## config.mk

```make
export PLATFORM = sky130hd
export DESIGN_NAME = product_accumulator
export DESIGN_NICKNAME = d
export VERILOG_FILES = /design/src/rtl/mult_pkg.sv /design/src/rtl/product_accumulator_acc_adder.sv /design/src/rtl/product_accumulator.sv
export SDC_FILE = /design/constraint.sdc
export NUM_CORES = 1
export LEC_CHECK = 0
export ABC_CLOCK_PERIOD_IN_PS = 3560
export CAP_MARGIN = 10
export CORE_MARGIN = 2
export CORE_UTILIZATION = 55
export DETAILED_ROUTE_END_ITERATION = 16
export PLACE_DENSITY = 0.87
export SLEW_MARGIN = 20
export SYNTH_ARGS = -nofsm -noshare
export SYNTH_HDL_FRONTEND = slang
export SYNTH_SLANG_ARGS = --single-unit
```

## constraint.sdc

```tcl
create_clock -name clk -period 3.56 [get_ports clk]
set_input_delay 0.534 -clock clk [delete_from_list [all_inputs] [get_ports clk]]
set_output_delay 0.534 -clock clk [all_outputs]
set_load 0.02 [all_outputs]
```

## src/rtl/mult_pkg.sv

```systemverilog
// mult_pkg: shared multiplier/accumulator types.
package mult_pkg;
   localparam int PROD_W = 4;
   typedef logic [0:PROD_W-1] prod_t;
   typedef enum logic {ACCUM, HOLD} acc_state_t;
endpackage

```

## src/rtl/product_accumulator_acc_adder.sv

```systemverilog
// acc_adder: ACC_W adder with carry-out; PRODUCT_ACC_SAT_EN clamps to all-ones on carry.
module acc_adder
   import mult_pkg::*;
#(
   parameter int ACC_W = 8
) (
   input  logic [0:ACC_W-1]  a,
   input  logic [0:PROD_W-1] b,
   output logic [0:ACC_W-1]  s,
   output logic              c
);
   logic [ACC_W:0] full;
   assign full = (ACC_W+1)'(a) + (ACC_W+1)'(b);
   assign c = full[ACC_W];
`ifdef PRODUCT_ACC_SAT_EN
   assign s = c ? '1 : full[ACC_W-1:0];
`else
   assign s = full[ACC_W-1:0];
`endif
endmodule

```

## src/rtl/product_accumulator.sv

```systemverilog
// product_accumulator: sums BLOCK_LEN multiplier products per result behind valid/ready.
// Optional saturation selected by PRODUCT_ACC_SAT_EN (see acc_adder).
module product_accumulator
   import mult_pkg::*;
#(
   parameter int ACC_W     = 8,
   parameter int BLOCK_LEN = 4
) (
   input  logic              clk,
   input  logic              rst,
   input  logic              in_valid,
   output logic              in_ready,
   input  logic [0:PROD_W-1] prod,
   input  logic              flush,
   output logic              out_valid,
   input  logic              out_ready,
   output logic [0:ACC_W-1]  sum,
   output logic              ovf
);
   localparam int CNT_W = $clog2(BLOCK_LEN + 1);
   acc_state_t       state;
   logic [0:ACC_W-1] acc, add_s;
   logic [CNT_W-1:0] cnt;
   logic             ovf_acc, add_c, accept, done;
   acc_adder #(.ACC_W(ACC_W)) u_add (.a(acc), .b(prod), .s(add_s), .c(add_c));
   assign accept = in_valid && in_ready && state == ACCUM;
   assign done = state == ACCUM &&
                 ((accept && cnt == CNT_W'(BLOCK_LEN - 1)) || (flush && (cnt != '0 || accept)));
   always_ff @(posedge clk) begin
      if (rst) begin
         state     <= ACCUM;
         acc       <= '0;
         cnt       <= '0;
         ovf_acc   <= 1'b0;
         in_ready  <= 1'b1;
         out_valid <= 1'b0;
         sum       <= '0;
         ovf       <= 1'b0;
      end else if (state == ACCUM) begin
         if (done) begin
            sum       <= accept ? add_s : acc;
            ovf       <= ovf_acc | (accept & add_c);
            out_valid <= 1'b1;
            in_ready  <= 1'b0;
            acc       <= '0;
            cnt       <= '0;
            ovf_acc   <= 1'b0;
            state     <= HOLD;
         end else if (accept) begin
            acc     <= add_s;
            cnt     <= cnt + CNT_W'(1);
            ovf_acc <= ovf_acc | add_c;
         end
      end else if (out_ready) begin
         out_valid <= 1'b0;
         ovf       <= 1'b0;
         in_ready  <= 1'b1;
         state     <= ACCUM;
      end
   end
endmodule

```

==> metrics list <==
- Final critical-path setup slack: 1310 ps
* Leading cell type in the layout, fill and taps excluded: sky130_fd_sc_hd__dfxtp_1
* Highest Clock Rate: ~0.44 GHz
- The path class of the tightest hold or removal check is reg -> reg.
- The number of antenna violations at the first check in global routing is 0.
* Final worst-path cycle share: 63.2%
* Routed WL per cell: 14.8 um
* FF+latch count, synth: 24
- CTS built an H-tree with a depth of 1.
- Critical Path Source Type: primary input
- From synthesis to final layout, the design area changed by 16.0%.
- The total overflow left after global routing is 0.
- TritonCTS created 3 clock buffers.
- The detailed router finished its first iteration with 66 violations.
- The share of the Yosys chip area taken by registers is between 30% and 40%.
- Required time at the endpoint of the critical path: ~3800 ps
- The number of endpoints with negative hold slack in the final report was 0.
- PostCTS Resize Cnt: 0
* Synthesized area: 1310 um^2
* Slew Limit Headroom: a little under half
* Number of sinks on the clock net: 24
- Estimated wirelength of the detail-placed design: just over 2000 um
* Yosys warns: 0
- Period minus WS final: ~2300 ps
- The final max-slew violation count came to 0.
- Site row count: 17
* Clock latency at the later pin of the worst-skew pair: between 300 and 400 ps
- At the placement stage, the worst setup path has a slack of 1010 ps.
- TritonCTS built the clock tree.
* Core ar.: between 2000 and 2500 um^2
- DR DRC count: 0
* Avg Inst Size Synth: roughly 8.6 um^2
- The die covers between 2000 and 3000 um^2.
* Cell Pwr Density: between 400 and 500 nW/um^2
- Clk Tree Root Cell: sky130_fd_sc_hd__clkbuf_4
- Antenna-violating nets left: 0
- Final Routed Wirelength: 2850 um
- Yosys cell types: 41
* Largest voltage drop on the vdd net: around 0.00038 V
- Die Span X: roughly 53 um
* Leak: between 0.5 and 0.6 nW
- The count of buffers added on input and output ports is 19.
* Global Route Usage Sum: about a quarter
* Via count: ~1200
* Diode count: 0
* Maximum capacitance violations: 0
- During I/O placement, the number of pins put on the boundary was 20.
- Clock-pin slew was measured on the worst setup and hold paths at ~130 ps.
- The first TritonRoute pass finished after 4 iterations.
- Number of non-filler instances in the completed layout: just under 200
- Slew at the pin closest to its max-slew limit: just under 800 ps
- In this run the worst path has a maximum fanout of 5.
- Effective utilization at floorplan: between 50% and 60%
- Leading cell types in the layout, fill and taps excluded: sky130_fd_sc_hd__dfxtp_1 (24), sky130_fd_sc_hd__clkdlybuf4s50_1 (19), sky130_fd_sc_hd__a21oi_1 (17), sky130_fd_sc_hd__nand2_1 (11), sky130_fd_sc_hd__o21ai_0 (10)
- Buffers inserted to repair hold after CTS numbered 0.
* Clock Tree Buf Depth: 2
- Synthesis produced a netlist with a net count of approximately 170.
- After detailed routing, the number of vias per cell comes to about 6.4.
- The number of global-route vias before repair is between 1000 and 1500.
* Gpl congestion: a little under 0.9
* Largest net degree at the start of global routing: 26
- Synthesis produced a netlist whose cell count is ~150.
* Global-route wire length before repair: just under 5000 um
* Die height: roughly 53 um
* Setup violations, final: 0
- Data on the critical path arrives at its endpoint at about 2500 ps.
- Kind of capture point of the worst setup path: flop
- In this run, placement finished with an instance count of 190.
* Number of setup buffers added after CTS: 0
- Between clock sinks in the finished design, the worst skew comes to about 6.4 ps.
- The final layout contains around 180 nets.
* Path type of the worst setup path: in -> reg
- Adding up every negative setup slack in the final design gives 0 ps.
- Result of the run: complete, no violations
- Setup repair after global routing left no endpoint under its margin.
* Share of cells above drive strength 1: under 10%
## layer usage
layer / vias to the layer above / GRT usage (%) / wire length (um)
met5: - / 0 / 0
met1: 572 / 29.0 / 1280
met3: 7 / 2.54 / 147
met2: 47 / 40.2 / 1360
met4: 0 / 11.1 / 65
li1: 602 / - / -
## cells in the mapped netlist
library cell | number | share of area, %
sky130_fd_sc_hd__a2111oi_0 | 1 | 0.67
sky130_fd_sc_hd__a211o_1 | 2 | 1.3
sky130_fd_sc_hd__a211oi_1 | 1 | 0.57
sky130_fd_sc_hd__a211oi_2 | 1 | 0.95
sky130_fd_sc_hd__a21o_1 | 3 | 1.7
sky130_fd_sc_hd__a21o_2 | 1 | 0.67
sky130_fd_sc_hd__a21oi_1 | 17 | 6.5
sky130_fd_sc_hd__a22oi_1 | 2 | 1.1
sky130_fd_sc_hd__a311oi_1 | 7 | 4.7
sky130_fd_sc_hd__a31o_2 | 1 | 0.67
sky130_fd_sc_hd__a31oi_1 | 2 | 0.95
sky130_fd_sc_hd__a41o_1 | 1 | 0.76
sky130_fd_sc_hd__a41oi_1 | 3 | 2.0
sky130_fd_sc_hd__and3_1 | 3 | 1.4
sky130_fd_sc_hd__and3b_1 | 1 | 0.67
sky130_fd_sc_hd__buf_1 | 1 | 0.29
sky130_fd_sc_hd__buf_4 | 2 | 1.1
sky130_fd_sc_hd__buf_6 | 1 | 0.86
sky130_fd_sc_hd__clkbuf_1 | 8 | 2.3
sky130_fd_sc_hd__dfxtp_1 | 24 | 37
sky130_fd_sc_hd__fa_1 | 1 | 1.5
sky130_fd_sc_hd__ha_1 | 7 | 6.7
sky130_fd_sc_hd__inv_1 | 5 | 1.4
sky130_fd_sc_hd__mux2_2 | 1 | 0.86
sky130_fd_sc_hd__mux2i_1 | 1 | 0.76
sky130_fd_sc_hd__nand2_1 | 11 | 3.1
sky130_fd_sc_hd__nand2b_1 | 2 | 0.95
sky130_fd_sc_hd__nand3_1 | 6 | 2.3
sky130_fd_sc_hd__nand4_1 | 2 | 0.95
sky130_fd_sc_hd__nor2_1 | 6 | 1.7
sky130_fd_sc_hd__nor3_1 | 4 | 1.5
sky130_fd_sc_hd__o2111ai_1 | 1 | 0.67
sky130_fd_sc_hd__o211a_1 | 1 | 0.76
sky130_fd_sc_hd__o211ai_1 | 2 | 1.1
sky130_fd_sc_hd__o21a_1 | 1 | 0.57
sky130_fd_sc_hd__o21ai_0 | 10 | 3.8
sky130_fd_sc_hd__o41ai_1 | 1 | 0.67
sky130_fd_sc_hd__or3_1 | 4 | 1.9
sky130_fd_sc_hd__or4b_1 | 2 | 1.5
sky130_fd_sc_hd__xnor2_1 | 1 | 0.67
sky130_fd_sc_hd__xor2_1 | 1 | 0.67
## path summary, 6_finish.rpt
path	from	endpoint	slack, ps	cells after the start
max reg2reg	cnt[0]	cnt[2]	1350	6
max	prod[3]	sum[3]	1310	7
min reg2reg	out_valid	out_valid	510	2
min	out_valid	out_valid	510	2
## critical path, stage by stage
cell	delay, ps
sky130_fd_sc_hd__clkdlybuf4s50_1	410
sky130_fd_sc_hd__ha_1	240
sky130_fd_sc_hd__fa_1	400
sky130_fd_sc_hd__a21o_1	220
sky130_fd_sc_hd__a21oi_1	280
sky130_fd_sc_hd__o21ai_0	140
sky130_fd_sc_hd__a311oi_1	260
## flip-flops by register name, summed over array words and instances (netlist names)
name and flops:
acc 8, cnt 3, in_ready 1, out_valid 1
ovf 1, ovf_acc 1, state 1, sum 8
## stage by stage
stage | util, % | total power, mW | hold WS (ps) | cell area (um^2)
after floorplan | - | 0.551 | 471 | 1310
after CTS | 68.2 | 0.762 | 508 | 1520
after detailed placement | 67.2 | 0.646 | 480 | 1500
after global routing | 68.2 | 0.808 | 516 | 1520
after global placement | 67.2 | 0.635 | 468 | 1500
final | 68.2 | 0.760 | 506 | 1520
## power by group
part | leakage [nW] | internal [mW] | total [mW] | switching (mW)
sequential | 0.196 | 0.306 | 0.342 | 0.0360
combinational | 0.382 | 0.130 | 0.298 | 0.168
clock | 0.0138 | 0.0397 | 0.119 | 0.0793
## layout make-up
cell class	count	area, um^2
fillers	208	709
multi-input cells	111	754
well taps	28	35.0
inverters	5	18.8
flip-flops and latches	24	480
clock buffers	3	22.5
repair buffers	22	213
## kinds of logic (layout without fill, tap and decap cells)
family	after synthesis	in the layout	share of synthesized area [%]
AO/OA/AOI/OAI	58	58	30.2
AND/OR/NAND/NOR	41	41	16.1
flip-flops	24	24	36.6
buffers and inverters	17	30	6.00
adder cells (fa/ha/maj)	8	8	8.19
XOR/XNOR	2	2	1.33
multiplexers	2	2	1.62
Power figures use the tool's default switching activity.
